File: src/rtl/hazard_stall_ctrl.sv
// Pipeline hazard controller: load-use stall, branch flush, multi-cycle divide
// stall and saturating stall/flush counters for the 5-stage RV32 core.
module hazard_stall_ctrl #(
   parameter int DATA_WIDTH     = 32,
   parameter int DIV_LATENCY    = 4,
   parameter int BR_FLUSH_DEPTH = 1,
   parameter int CNT_WIDTH      = 16
) (
   input  logic                  clk,
   input  logic                  rst_n,
   input  logic [DATA_WIDTH-1:0] inst_mem,
   input  logic [DATA_WIDTH-1:0] inst_ex,
   input  logic [1:0]            fw_detected,
   input  logic                  br_detected,
   input  logic [1:0]            br_result,
   output logic                  pc_fetch_en,
   output logic                  fe_de_reg_en,
   output logic                  de_ex_reg_en,
   output logic                  fe_de_reg_rst,
   output logic                  de_ex_reg_rst,
   output logic                  ex_mem_reg_rst,
   output logic                  stall_detected,
   output logic [CNT_WIDTH-1:0]  stall_cnt,
   output logic [CNT_WIDTH-1:0]  flush_cnt
);

   typedef enum logic [1:0] {RUN, DIV_STALL, DIV_RELEASE} state_t;

   localparam int DCW      = (DIV_LATENCY > 2) ? $clog2(DIV_LATENCY) : 1;
   // The detect cycle in RUN is the first stall cycle, so DIV_STALL covers
   // DIV_LATENCY-2 cycles and counts down from DIV_LATENCY-3 to 0.
   localparam int DIV_LOAD = (DIV_LATENCY > 3) ? DIV_LATENCY - 3 : 0;

   state_t               state_q, state_d;
   logic [DCW-1:0]       div_cnt_q, div_cnt_d;
   logic [CNT_WIDTH-1:0] stall_cnt_q, stall_cnt_d;
   logic [CNT_WIDTH-1:0] flush_cnt_q, flush_cnt_d;

   logic load_mem, div_ex, load_use, redirect;
   logic stall, flush;

   assign load_mem = (inst_mem[6:2] == 5'b00000);
   assign div_ex   = (inst_ex[6:0] == 7'b0110011) & (inst_ex[31:25] == 7'b0000001) & inst_ex[14];
   assign load_use = load_mem & (fw_detected == 2'b10);
   assign redirect = br_detected & (br_result != 2'b01);

   logic unused_inst_bits;
   assign unused_inst_bits = ^{inst_mem[DATA_WIDTH-1:7], inst_mem[1:0],
                               inst_ex[24:15], inst_ex[13:7]};

   always_comb begin
      state_d   = state_q;
      div_cnt_d = div_cnt_q;
      stall     = 1'b0;
      flush     = 1'b0;
      case (state_q)
         RUN: begin
            if (div_ex && (DIV_LATENCY > 1)) begin
               stall     = 1'b1;
               div_cnt_d = DCW'(DIV_LOAD);
               state_d   = (DIV_LATENCY > 2) ? DIV_STALL : DIV_RELEASE;
            end else if (load_use) begin
               stall = 1'b1;
            end else if (redirect) begin
               flush = 1'b1;
            end
         end
         DIV_STALL: begin
            stall = 1'b1;
            if (div_cnt_q == '0) state_d = DIV_RELEASE;
            else                 div_cnt_d = div_cnt_q - 1'b1;
         end
         DIV_RELEASE: begin
            if (load_use)      stall = 1'b1;
            else if (redirect) flush = 1'b1;
            state_d = RUN;
         end
         default: state_d = RUN;
      endcase
      if (!rst_n) begin
         stall = 1'b0;
         flush = 1'b0;
      end
   end

   always_comb begin
      stall_cnt_d = stall_cnt_q;
      flush_cnt_d = flush_cnt_q;
      if (stall && (stall_cnt_q != '1)) stall_cnt_d = stall_cnt_q + 1'b1;
      if (flush && (flush_cnt_q != '1)) flush_cnt_d = flush_cnt_q + 1'b1;
   end

   always_ff @(posedge clk) begin
      if (!rst_n) begin
         state_q     <= RUN;
         div_cnt_q   <= '0;
         stall_cnt_q <= '0;
         flush_cnt_q <= '0;
      end else begin
         state_q     <= state_d;
         div_cnt_q   <= div_cnt_d;
         stall_cnt_q <= stall_cnt_d;
         flush_cnt_q <= flush_cnt_d;
      end
   end

   assign pc_fetch_en    = ~stall;
   assign fe_de_reg_en   = ~stall;
   assign de_ex_reg_en   = ~stall;
   assign ex_mem_reg_rst = stall;
   assign stall_detected = stall;
   assign de_ex_reg_rst  = flush;
   assign fe_de_reg_rst  = flush & (BR_FLUSH_DEPTH == 2);
   assign stall_cnt      = stall_cnt_q;
   assign flush_cnt      = flush_cnt_q;

endmodule
File: config.mk
export PLATFORM = sky130hd
export DESIGN_NAME = hazard_stall_ctrl
export DESIGN_NICKNAME = d
export VERILOG_FILES = /design/src/rtl/hazard_stall_ctrl.sv
export SDC_FILE = /design/constraint.sdc
export NUM_CORES = 1
export LEC_CHECK = 0
export BUFFER_PORTS_ARGS = -buffer_cell sky130_fd_sc_hd__buf_2
export CORE_MARGIN = 8
export CORE_UTILIZATION = 48
export DETAILED_ROUTE_END_ITERATION = 12
export PLACE_DENSITY = 0.86
export SYNTH_ARGS = -nofsm -noshare
export SYNTH_HDL_FRONTEND = slang
export SYNTH_SLANG_ARGS = --single-unit
File: constraint.sdc
create_clock -name clk -period 4.2 [get_ports clk]
set_input_delay 0 -clock clk [delete_from_list [all_inputs] [get_ports clk]]
set_output_delay 0 -clock clk [all_outputs]
set_load 0.05 [all_outputs]
---- Word-level counts from Yosys, hierarchy flattened ----
Index checks and enable logic that the tools add are counted.
W data, S select, Z words.
word-level totals
  flip-flop bits (word level) ............. 36
  logic and storage cells ................. 45
cells by class
  add/sub/neg operators ................... 3
  eq/ne operators ......................... 11
  multiplexer cells ....................... 14
  bitwise logic cells ..................... 5
  reductions and logical operators ........ 8
operators with widths
  cell                     count
  $add A16 B1 Y16 const B  2
  $ne A16 B16 Y1 const B   2
  $pmux W2 S2              2
  $eq A7 B1 Y1 const B     1
  $eq A7 B6 Y1 const B     1
  $mux W1                  7
  $mux W2                  3
  $ne A2 B2 Y1 const B     3
  $logic_not A5 Y1         1
  $and A1 B1 Y1            4
  $eq A2 B2 Y1 const B     2
  $logic_not A2 Y1         2
  $pmux W1 S3              1
  $reduce_and A3 Y1        1
  $eq A2 B1 Y1 const B     1
  $logic_and A1 B1 Y1      2
  $ne A2 B1 Y1 const B     1
  $pmux W1 S2              1
  $reduce_and A2 Y1        1
  $reduce_bool A2 Y1       1
  $sub A2 B1 Y2 const B    1
  $not A1 Y1               1

---- Longest topological paths before layout ----
Gate-level depths: netlist (run 1).
  depth after elaboration ................. 8
  depth in mapped cells ................... 7

---- Least setup slack after synthesis (run 1) ----
No wires, ideal clock.
  path kind ............................... register -> register
  start ................................... register flush_cnt_q[7] (netlist: flush_cnt[7])
  end ..................................... register flush_cnt_q[4] (netlist: flush_cnt[4])
  library setup time ...................... 0.077 ns
  arrival time ............................ 2.170 ns
  setup slack ............................. 1.953 ns
  cell stages (with the launch flop) ...... 7
  buffers on the path ..................... 1
  period minus slack after synthesis ...... 2.247 ns
  path through ............................ dfxtp_1 nand4_1 or4_4 and3_1 clkbuf_1 nand4_1 mux2i_1
on the way
  longest elaborated chain between the ends .. 2
RTL lines
  element                 RTL line  text
  from (decl)             37        logic [CNT_WIDTH-1:0] flush_cnt_q, flush_cnt_d;
  from (signal assigned)  103       flush_cnt_q <= flush_cnt_d;
  $ne A16 B16 Y1          90        if (flush && (flush_cnt_q != '1)) flush_cnt_d = flush_cnt_q + 1'b1;
  $logic_and A1 B1 Y1     90
No other way between the ends.
A chain may end at the register's enable or synchronous reset.

---- Worst setup path in the final report (run 1) ----
  start ................................... register state_q[1]
  end ..................................... output stall_detected
on the way
  longest elaborated chain between the ends .. 3
  elaborated cells between the ends (all ways) .. 5
  classes of those cells .................. 2 x eq/ne; 2 x mux; 1 x reduce/logical
RTL lines
  element                               RTL line  text
  from (decl)                           34        state_t state_q, state_d;
  from (signal assigned)                100       state_q <= state_d;
  $eq A2 B2 Y1 (tied with other cells)  56        case (state_q)
  $pmux W1 S3 (*)                       56
  $mux W1 (*)                           80        if (!rst_n) begin
  to (decl)                             22        output logic stall_detected,
Mark *: on every way between the ends. The rest lies on a longest branch, timed or not.

==> flow_metrics.tcl, run 1 <==
set metrics [dict create \
    hold_buffers 0 \
    slew_viol_final 0 \
    core_area_um2 4000 \
    fill_cells 373 \
    io_buffers 64 \
    worst_setup_path_start_kind "flop" \
    max_freq_mhz 457 \
    min_path_type "input port to flop" \
    p_leak_nw 0.964 \
    arrival_ps 2190 \
    cts-root-buf "clkbuf_8" \
    ys_async_sr_fraction_pct 0 \
    syn_inst 239 \
    via_per_inst 5.69 \
    grt.total_usage_pct 15.7 \
    design_power_total_mw 0.690 \
    multiInputGateArea_um2 1160 \
    power_density_nw_per_um2 288 \
    core.rowCount 23 \
    worstSetupPathType "flop to primary output" \
    antenna_found_initial 0 \
    drcViolationCount 0 \
    synth_area_leaders "dfxtp_1, nand2_1, mux2i_1, nand4_1, a21oi_1" \
    fin_util_pct 59.9 \
    critPathMaxFanout 8 \
    yosys.area.top_type "dfxtp_1" \
    routed_wl_um 5110 \
    status "complete, no violations" \
    drt.antenna.violating_nets 0 \
    ctsResizeCount 0 \
    synth_flop_cell "dfxtp_1" \
    syn_nets 313 \
    clock_path_buffers 2 \
    detail_route.wl_per_cell_um 14.6 \
    place_area_um2 2290 \
    synth.most_common_cell "dfxtp_1" \
    fp.dieArea_um2 6440 \
    cts_tree "yes" \
    clock_latency_ps 290 \
    post_cts_buffers 0 \
    clock_sinks 36 \
    grt_pass1_vias 1900 \
    ys_ff_latch 36 \
    hold_viol 0 \
    area_delta_synth_final_pct 20.8 \
    endpoint_kind "primary output" \
    cts_made_buffers 5 \
    grt_max_degree 27 \
    cts_max_level 2 \
    yosys_warnings 0 \
    synth_enable_flop_cells 0 \
    tightest_slew_ps 746 \
    initial_core_util_pct 49.5 \
    die_x_um 80.3 \
    fin_nets 372 \
    synth_common_cells "dfxtp_1, nand2_1, a21oi_1" \
    fin_crit_sh_pct 52.1 \
    finalCriticalPeriod_ps 2190 \
    grt_pass1_wl_um 8270 \
    num_vias 1986 \
    overflow 0 \
    finalClockSkew_ps 6.01 \
    cp_data_required_time_ps 4200 \
    drt-pass1-iter-count 4 \
    diodes 0 \
    yosys.cell_types.count 46 \
    path_clk_slew_ps 70 \
    hpwl_um 3760 \
    gp_congestion 0.825 \
    first_iter_violations 80 \
    postSynthAreaPerCell_um2 8.29 \
    die_height_um 80.3 \
    synth_top_area_share_pct 36.4 \
    relSlewSlack_pct 50.2 \
    layout-drive-gt1-share_pct 28.4 \
    ios 110 \
    synth.cell_area_um2 1980 \
    yosysSeqAreaShare_pct 36.4 \
    ir_worst_vdd_uv 231 \
    grt_setup_unrepaired "no" \
    stdcell_area_um2 2390 \
    setup_viol 0 \
    seqCellArea_um2 721 \
    maxCapViolCount 0 \
    hold-worst-slack_ps 144 \
    tns_ps 0 \
]
==> cells in the final DEF (no fill, tap or decap), drive strengths merged, types with 2 or more instances in the layout <==
cell,instances
a21oi,18
a31oi,2
and2,3
and3,2
and4,7
buf,64
clkbuf,6
dfxtp,36
ha,3
inv,7
mux2i,11
nand2,32
nand2b,10
nand3,10
nand4,15
nor2,14
nor3,4
nor4,4
nor4bb,2
o21ai,10
o31ai,4
or3,10
or4,4
xnor2,3
==> stage by stage <==
| step | setup WS, ps | cells |
|---|---|---|
| 2_1_floorplan | 1950 | 239 |
| 3_3_place_gp | 2210 | 341 |
| 3_5_place_dp | 2150 | 341 |
| 4_1_cts | 2000 | 349 |
| 5_1_grt | 1840 | 349 |
| 6_report | 2010 | 349 |
==> cell type report <==
type,instances,area share [%]
flip-flops and latches,36,30.1
well taps,50,2.61
multi-input cells,184,48.3
inverters,7,1.10
clock inverters,2,1.46
repair buffers,64,13.4
clock buffers,6,3.03
==> routing by layer <==
layer	GRT usage, %	share of wire [%]
met2	27.3	49
met1	17.8	42
met5	0	0
met3	4.46	7.6
met4	5.64	1.2
==> report_power, final <==
group	total (mW)	switching [mW]	internal, mW
Clock	0.304	0.128	0.176
Sequential	0.344	0.00135	0.342
Combinational	0.0425	0.0266	0.0159
==> flip-flops by register name (all words and copies together), names as in the netlist <==
signal,cells
div_cnt_q,2
stall_cnt,16
state_q,2
flush_cnt,16
==> kinds of logic (layout without fill, tap and decap cells) <==
group                      Yosys count  count (layout)  synth area share (%)
buffers and inverters               19              79                  5.24
and+or+nand+nor                    123             123                  35.7
muxes                               11              11                  5.56
AOI/OAI and AO/OA                   42              42                  13.3
adders and majority gates            3               3                  1.89
DFF                                 36              36                  36.4
other                                1               1                 0.189
xor gates and xnor gates             4               4                  1.77
==> path summary, 6_finish.rpt <==
path | from | to | slack, ps | depth (start not counted)
hold / removal | rst_n | state_q[1] | 140 | 3
setup reg to reg | flush_cnt[7] | flush_cnt[14] | 2140 | 5
setup / recovery | state_q[1] | stall_detected | 2010 | 6
hold reg to reg | flush_cnt[10] | flush_cnt[10] | 490 | 2
==> critical path, stage by stage (launching register included) <==
cell,delay (ps)
dfxtp_1,330
nor4bb_1,340
nand4_1,350
nand2b_1,360
nand2_1,140
inv_1,90
buf_2,260
Power figures use the tool's default switching activity.
==> inputs of run 2 (changes only) <==
--- a/config.mk
+++ b/config.mk
@@ -7,9 +7,9 @@
 export LEC_CHECK = 0
 export BUFFER_PORTS_ARGS = -buffer_cell sky130_fd_sc_hd__buf_2
 export CORE_MARGIN = 8
-export CORE_UTILIZATION = 48
+export CORE_UTILIZATION = 40
 export DETAILED_ROUTE_END_ITERATION = 12
-export PLACE_DENSITY = 0.86
+export PLACE_DENSITY = 0.76
 export SYNTH_ARGS = -nofsm -noshare
 export SYNTH_HDL_FRONTEND = slang
 export SYNTH_SLANG_ARGS = --single-unit
==> constraint.sdc (replaced) <==
create_clock -name clk -period 2 [get_ports clk]
set_input_delay 0 -clock clk [delete_from_list [all_inputs] [get_ports clk]]
set_output_delay 0 -clock clk [all_outputs]
set_load 0.05 [all_outputs]
==> run 2 against run 1 <==
  * Flip-flop and latch count stayed put
  * Combinational power is 130% higher
  * Total power is 98% higher
  * Via count is 1.7% higher
  * Largest power group unchanged
  * Critical path type is now flop to flop
==> flow_metrics.tcl, run 2 (synthesis results as in run 1) <==
set metrics [dict create \
    status "complete, no violations" \
    overflow 0 \
    pre_cts_slack_ps 146 \
    fin_nets 382 \
    core.rowCount 25 \
    drt.antenna.violating_nets 0 \
    finalCriticalPeriod_ps 1860 \
    worstHoldEndpoint "state_q[1]" \
    hpwl_um 4050 \
    worst_setup_path_start_kind "flop" \
    ios 110 \
    min_delay_path_depth 4 \
    multiInputGateArea_um2 1170 \
    reg2reg_to "stall_cnt[8]" \
    final_common_cell "buf_2" \
    finalClockSkew_ps 8.58 \
    via_per_inst 5.37 \
    fill_cells 475 \
    ctsResizeCount 1 \
    path_cells "nor4bb_2, and4_2, nor2_2, or4_1, a21oi_1" \
    place_area_um2 2410 \
    cts-root-buf "clkbuf_8" \
    seqCellArea_um2 746 \
    critPathMaxFanout 18 \
    io_buffers 64 \
    hold_start "rst_n" \
    first_iter_violations 64 \
    drt-pass1-iter-count 4 \
    grt_max_degree 26 \
    hold_viol 0 \
    crit_slowest_cell "or4_1" \
    cp_data_required_time_ps 2220 \
    worstSetupPathType "flop to flop" \
    post_cts_buffers 0 \
    min_path_type "input port to flop" \
    power_density_nw_per_um2 542 \
    maxCapViolCount 0 \
    crit_path_start "state_q[1]" \
    initial_core_util_pct 41.7 \
    grt_setup_unrepaired "no" \
    design_power_total_mw 1.36 \
    reg2reg_slack_ps 140 \
    grt_pass1_vias 1952 \
    die_x_um 86.4 \
    num_vias 2019 \
    max_freq_mhz 537 \
    cts_made_buffers 5 \
    clock_latency_ps 300 \
    critical_path.max_stage_delay_ps 520 \
    grt.total_usage_pct 14.4 \
    ir_worst_vdd_uv 330 \
    cts_max_level 2 \
    clock_path_buffers 2 \
    layout-drive-gt1-share_pct 38.8 \
    routed_wl_um 5230 \
    drcViolationCount 0 \
    intPower_mw 1.03 \
    fin_ws_ps 139 \
    gp_congestion 0.754 \
    critPathBufInv 0 \
    fin_crit_sh_pct 93.0 \
    arrival_ps 2080 \
    cp_top_family "simple AND/OR/NAND/NOR gates" \
    cts_tree "yes" \
    power.share.clock_pct 39.9 \
    p_seq_share_pct 52.9 \
    die_height_um 86.4 \
    area_delta_synth_final_pct 27.0 \
    final_cells 376 \
    stdcell_area_um2 2520 \
    antenna_found_initial 0 \
    final_cell_mix "buf_2, nand2_1, dfxtp_2" \
    diodes 0 \
    setup_viol 0 \
    reg2reg_from "state_q[1]" \
    detail_route.wl_per_cell_um 13.9 \
    tightest_slew_ps 565 \
    hold_buffers 0 \
    power_frac_comb_pct 7.2 \
    slew_viol_final 0 \
    switching_share_pct 24.3 \
    p_sw_mw 0.331 \
    p_leak_nw 1.01 \
    core_area_um2 4750 \
    clock_sinks 36 \
    path_clk_slew_ps 70 \
    reg2reg_depth 5 \
    grt_pass1_wl_um 8700 \
    relSlewSlack_pct 62.3 \
    fp.dieArea_um2 7460 \
    endpoint_kind "flop" \
    place_inst 368 \
]
[run 2: metrics by stage]
stage,setup TNS [ps],util (%),hold WS [ps]
after global routing,0,52.9,204
after CTS,0,52.8,183
after detailed placement,0,50.8,463
after floorplan,-4.94,-,148
final,0,52.9,182
after global placement,0,50.8,454
[run 2: power groups by stage]
| stage | Clock, mW | Combinational (mW) | Sequential (mW) |
|---|---|---|---|
| 2_1_floorplan | 0 | 0.0507 | 0.747 |
| 3_3_place_gp | 0 | 0.0946 | 0.738 |
| 3_5_place_dp | 0 | 0.0973 | 0.738 |
| 4_1_cts | 0.553 | 0.0979 | 0.721 |
| 5_1_grt | 0.584 | 0.107 | 0.722 |
| 6_report | 0.545 | 0.0977 | 0.722 |
[run 2: how the worst max path moves through the flow]
stage,to,slack (ps),cells past startpoint
after floorplan,flush_cnt[4],-5,6
after global placement,stall_cnt[8],200,6
after detailed placement,stall_cnt[8],150,5
after CTS,ex_mem_reg_rst,40,6
after global routing,stall_cnt[8],10,5
final,stall_cnt[8],140,5
[run 2: layout make-up]
type	count	share of cell area [%]
sequential	36	29.6
inverter	7	1.19
tap	67	3.33
clock buffer	6	3.28
multi-input combinational	184	46.4
timing repair buffer	74	15.7
clock inverter	2	0.398
[run 2: metal layers]
layer	wire length (µm)	vias up	share of wire (%)	GRT usage [%]
met2	2660	46	51	26.2
met5	0	-	0	0
met4	55	0	1.1	5.79
li1	-	1016	-	-
met1	2180	949	42	14.9
met3	338	8	6.5	4.54
[run 2: worst reg2reg max path, delay by kind of cell, from the launching register on]
| family | cells | cell delay (ps) |
|---|---|---|
| flip-flops | 1 | 350 |
| AND/OR/NAND/NOR | 4 | 1280 |
| AO/OA/AOI/OAI | 1 | 160 |
